[src/rtl/ula_seq.sv]
// Command sequencer for the 4-bit ULA: registers {op,a,b}, settles, captures.
// Optional macro ULA_SEQ_DIV0_EN short-circuits divide-by-zero to an error.
module ula_seq #(
  parameter int W      = 4,
  parameter int SETTLE = 1
) (
  input  logic         clk,
  input  logic         rst,
  input  logic         cmd_valid,
  output logic         cmd_ready,
  input  logic [3:0]   cmd_op,
  input  logic [W-1:0] cmd_a,
  input  logic [W-1:0] cmd_b,
  output logic [3:0]   alu_op,
  output logic [W-1:0] alu_a,
  output logic [W-1:0] alu_b,
  input  logic [W-1:0] alu_out,
  input  logic         alu_ov,
  output logic         res_valid,
  input  logic         res_ready,
  output logic [W-1:0] res_data,
  output logic [3:0]   res_op,
  output logic         res_ov,
  output logic         res_err,
  output logic         busy
);

  typedef enum logic [1:0] {
    IDLE,
    WAIT,
    DONE
  } state_t;

  localparam logic [3:0] CNT_INIT = 4'(SETTLE - 1);

  state_t         state_q, state_d;
  logic [3:0]     cnt_q, cnt_d;
  logic [3:0]     alu_op_q, alu_op_d;
  logic [W-1:0]   alu_a_q, alu_a_d;
  logic [W-1:0]   alu_b_q, alu_b_d;
  logic [W-1:0]   res_data_q, res_data_d;
  logic [3:0]     res_op_q, res_op_d;
  logic           res_ov_q, res_ov_d;
  logic           res_valid_q, res_valid_d;
  logic           busy_q, busy_d;
`ifdef ULA_SEQ_DIV0_EN
  logic           res_err_q, res_err_d;
`endif
  logic           accept;
  logic           ov_op;

  assign cmd_ready = (state_q == IDLE) & ~rst;
  assign accept    = cmd_valid & cmd_ready;
  // Only soma and mult have a meaningful overflow.
  assign ov_op     = (alu_op_q == 4'd0) | (alu_op_q == 4'd2);

  always_comb begin
    state_d    = state_q;
    cnt_d      = cnt_q;
    alu_op_d   = alu_op_q;
    alu_a_d    = alu_a_q;
    alu_b_d    = alu_b_q;
    res_data_d = res_data_q;
    res_op_d   = res_op_q;
    res_ov_d   = res_ov_q;
`ifdef ULA_SEQ_DIV0_EN
    res_err_d  = res_err_q;
`endif
    unique case (state_q)
      IDLE: begin
        if (accept) begin
          alu_op_d = cmd_op;
          alu_a_d  = cmd_a;
          alu_b_d  = cmd_b;
          cnt_d    = CNT_INIT;
          state_d  = WAIT;
`ifdef ULA_SEQ_DIV0_EN
          if (cmd_op == 4'd3 && cmd_b == '0) begin
            res_data_d = '0;
            res_op_d   = 4'd3;
            res_ov_d   = 1'b0;
            res_err_d  = 1'b1;
            state_d    = DONE;
          end
`endif
        end
      end
      WAIT: begin
        if (cnt_q != 4'd0) begin
          cnt_d = cnt_q - 4'd1;
        end else begin
          res_data_d = alu_out;
          res_op_d   = alu_op_q;
          res_ov_d   = alu_ov & ov_op;
`ifdef ULA_SEQ_DIV0_EN
          res_err_d  = 1'b0;
`endif
          state_d    = DONE;
        end
      end
      DONE: begin
        if (res_ready) state_d = IDLE;
      end
      default: state_d = IDLE;
    endcase
    res_valid_d = (state_d == DONE);
    busy_d      = (state_d != IDLE);
  end

  always_ff @(posedge clk) begin
    if (rst) begin
      state_q     <= IDLE;
      cnt_q       <= '0;
      alu_op_q    <= '0;
      alu_a_q     <= '0;
      alu_b_q     <= '0;
      res_data_q  <= '0;
      res_op_q    <= '0;
      res_ov_q    <= 1'b0;
      res_valid_q <= 1'b0;
      busy_q      <= 1'b0;
`ifdef ULA_SEQ_DIV0_EN
      res_err_q   <= 1'b0;
`endif
    end else begin
      state_q     <= state_d;
      cnt_q       <= cnt_d;
      alu_op_q    <= alu_op_d;
      alu_a_q     <= alu_a_d;
      alu_b_q     <= alu_b_d;
      res_data_q  <= res_data_d;
      res_op_q    <= res_op_d;
      res_ov_q    <= res_ov_d;
      res_valid_q <= res_valid_d;
      busy_q      <= busy_d;
`ifdef ULA_SEQ_DIV0_EN
      res_err_q   <= res_err_d;
`endif
    end
  end

  assign alu_op    = alu_op_q;
  assign alu_a     = alu_a_q;
  assign alu_b     = alu_b_q;
  assign res_data  = res_data_q;
  assign res_op    = res_op_q;
  assign res_ov    = res_ov_q;
  assign res_valid = res_valid_q;
  assign busy      = busy_q;
`ifdef ULA_SEQ_DIV0_EN
  assign res_err   = res_err_q;
`else
  assign res_err   = 1'b0;
`endif

endmodule
[config.mk]
export PLATFORM = sky130hd
export DESIGN_NAME = ula_seq
export DESIGN_NICKNAME = d
export VERILOG_FILES = /design/src/rtl/ula_seq.sv
export SDC_FILE = /design/constraint.sdc
export NUM_CORES = 1
export LEC_CHECK = 0
export ABC_AREA = 1
export CAP_MARGIN = 20
export CORE_ASPECT_RATIO = 1.2
export CORE_MARGIN = 5
export CORE_UTILIZATION = 46
export CTS_CLUSTER_SIZE = 16
export DETAILED_ROUTE_END_ITERATION = 8
export PLACE_DENSITY = 0.82
export SLEW_MARGIN = 40
export SYNTH_ARGS = -nofsm -noshare
export SYNTH_HDL_FRONTEND = slang
export SYNTH_SLANG_ARGS = --single-unit
[constraint.sdc]
create_clock -name clk -period 2.8 [get_ports clk]
set_clock_uncertainty 0.15 [all_clocks]
set_input_delay 0.56 -clock clk [delete_from_list [all_inputs] [get_ports clk]]
set_output_delay 0.56 -clock clk [all_outputs]
set_load 0.01 [all_outputs]
==> flow_metrics.env <==
export IMPL_dp_hpwl_mm=2.251
export IMPL_cts_hold_buf=0
export IMPL_synthAdderAreaFrac_pct=1.007
export IMPL_end_kind="output pin"
export IMPL_cts_buffers=5
export IMPL_cts_reportedPaths_clkPinSlew_ps=80
export IMPL_final_util_pct=67.14
export IMPL_yosysSeqAreaShare_pct=46.73
export IMPL_grt_use_met1_pct=15.19
export IMPL_die_area_mm2=0.003844
export IMPL_clock_path_buffers=2
export IMPL_antennaDiodeCount=0
export IMPL_grt_pass1_wl_mm=4.940
export IMPL_drive_gt1_share_pct=11.33
export IMPL_pre_cts_slack_ps=316.6
export IMPL_synth_distinct_cells=26
export IMPL_grtUsageMet3_pct=8.527
export IMPL_nets=224
export IMPL_maxCapViolations=0
export IMPL_yosys_mux_area_fraction_pct=0
export IMPL_drtPass1Iterations=3
export IMPL_rows=20
export IMPL_total_power_uw=895.1
export IMPL_syn_num_nets=179
export IMPL_grt_busiest_layer="met2"
export IMPL_slowest_stage="clkdlybuf4s50_1"
export IMPL_chipWidth_um=57.44
export IMPL_yosys_area_share_simple_pct=32.63
export IMPL_cts_setup_buffers=0
export IMPL_synth_seq_cells=29
export IMPL_setup_tns_ps=0
export IMPL_synth_top_family_by_area="simple AND/OR/NAND/NOR gates"
export IMPL_syn_area_mm2=0.001242
export IMPL_cp_arrival_ps=1790
export IMPL_cts_root_buf="clkbuf_4"
export IMPL_outcome="complete, no violations"
export IMPL_required_ps=2090
export IMPL_min_period_over_period_pct=89.15
export IMPL_setup_viol=0
export IMPL_crit_path_start_kind="input port"
export IMPL_cts_sink_count=29
export IMPL_drtIter0Drc=24
export IMPL_core_area_mm2=0.002577
export IMPL_sequentialPowerShare_pct=51.2
export IMPL_num_io_pins=46
export IMPL_drc=0
export IMPL_crit_path_frequent_cell="clkdlybuf4s50_1"
export IMPL_initial_utilization_pct=48.20
export IMPL_switching_share_pct=28.38
export IMPL_maxSlewViolCount=0
export IMPL_p_switching_uw=254.0
export IMPL_grt_ovfl_total=0
export IMPL_setup_slack_ps=303.9
export IMPL_ys_top_cells_by_area="dfxtp_1, nor2_1, nand2_1, a21oi_1, nand3_1"
export IMPL_fmax_mhz=400.6
export IMPL_ant_nets=0
export IMPL_critPathMaxFanout=2
export IMPL_multi_input_area_um2=560.5
export IMPL_dieHeight_um=66.93
export IMPL_peakVddDrop_uv=343.9
export IMPL_synth_largest_area_cell="dfxtp_1"
export IMPL_period_needed_ps=2496
export IMPL_leakagePower_uw=0.0006905
export IMPL_antenna_found_initial=0
export IMPL_wl_mm=2.980
export IMPL_ys_flop_type="dfxtp_1"
export IMPL_grt_use_met2_pct=31.78
export IMPL_synth_edf_count=0
export IMPL_grt_pass1_vias=1158
export IMPL_vias_per_cell=4.818
export IMPL_htree_levels=2
export IMPL_n_fill_cell=210
export IMPL_io_buffers=44
export IMPL_syn_avg_cell_area_um2=7.914
export IMPL_critical_path_class="input port to output pin"
export IMPL_synth_cells=157
export IMPL_synth_xor_area_share_pct=0
export IMPL_cts_resized=0
export IMPL_power_density_mw_per_mm2=517.3
export IMPL_crit_chain="clkdlybuf4s50_1, nor3_2, clkdlybuf4s50_1"
export IMPL_p_int_uw=641.0
export IMPL_synth_top_area_share_pct=46.73
export IMPL_clkPwrFrac_pct=26.1
export IMPL_combinationalPowerShare_pct=22.6
export IMPL_yosysWarnings=0
export IMPL_synth_compound_area_share_pct=11.18
export IMPL_final_seq_area_um2=580.6
export IMPL_min_path_type="flip-flop to flip-flop"
export IMPL_rsz0062_at_grt="false"
export IMPL_wl_per_cell_um=12.63
export IMPL_synthArstFlopShare_pct=0
export IMPL_grt_usage_pct=17.01
export IMPL_hold_violations=0
export IMPL_vias=1137
export IMPL_critPathMaxStageDelay_ps=580
export IMPL_area_growth_pct=39.27
export IMPL_clk_latency_ps=320
export IMPL_cts_tree="done"
export IMPL_routabilityCongestion=0.7794
export IMPL_grt_max_degree=19
==> final cells by class <==
cell class,count,area share [%]
Clock buffer,8,2.820
Inverter,11,2.531
Multi-Input combinational cell,109,32.39
Sequential cell,29,33.55
Tap cell,33,2.386
Timing Repair Buffer,46,26.32
==> per-stage QoR <==
step | hold WS (ps) | cells | cell area (um^2)
2_1_floorplan | 325.4 | 157 | 1242
5_1_grt | 345.6 | 236 | 1730
4_1_cts | 319.3 | 236 | 1730
3_3_place_gp | 301.4 | 228 | 1682
3_5_place_dp | 308.5 | 228 | 1682
6_report | 314.6 | 236 | 1730
==> power by group through the flow <==
stage,clock [uW],sequential [uW],combinational (uW)
after floorplan,0,476,108
after global placement,0,467,198
after detailed placement,0,469,204
after CTS,240,459,205
after global routing,262,463,224
final,234,459,203
==> cell families (layout without fill, tap and decap cells) <==
kind of cell	after synthesis	count (layout)
simple gates	80	80
flops	29	29
other cells	1	1
compound gates	27	27
buf+inv	19	65
fa+ha+maj	1	1
==> critical path: cells and delay by family <==
kind                   cells  cell delay (ps)
and+or+nand+nor            1              190
buffers and inverters      2             1030
==> registers in the layout, summed over array words and instances, names as in the netlist <==
register   flops
busy           1
alu_op         4
res_op         4
res_ov         1
cnt_q          4
state_q        2
res_data       4
alu_a          4
alu_b          4
res_valid      1
==> per-layer routing <==
metal | part of all wire, % | wire, um
met1 | 37 | 1101
met2 | 53 | 1579
met5 | 0 | 0
met4 | 1.8 | 53
met3 | 8.3 | 246
==> Yosys cell counts (2+ instances only) <==
cell and instances:
nand2_4 3, dfxtp_1 29, buf_4 3, nand3_1 13, o21ai_0 2, nand3_4 2
nor2_4 2, inv_2 3, nand2_1 23, a21oi_1 16, inv_1 7, clkbuf_1 2
buf_6 2, nor2_1 31, o21ai_1 8
==> cells in the final DEF, fill, tap and decap left out, types with 2 or more instances in the layout <==
cell type,count
o21ai_0,2
buf_4,2
nand2_1,23
a21oi_1,16
nor2_4,2
inv_2,3
nand2_4,3
clkbuf_4,5
nor2_1,31
inv_1,7
clkbuf_1,3
dfxtp_1,29
nand3_1,13
o21ai_1,8
clkdlybuf4s50_1,44
nand3_4,2
==> final timing paths <==
path	slack (ps)	depth (start not counted)	end	from
max	300	3	cmd_ready	rst
min	310	2	alu_a[1]	alu_a[1]
max reg2reg	1300	6	res_ov	cnt_q[0]
min reg2reg	310	2	alu_a[1]	alu_a[1]
Note: power is estimated with default switching activity, not from simulation.
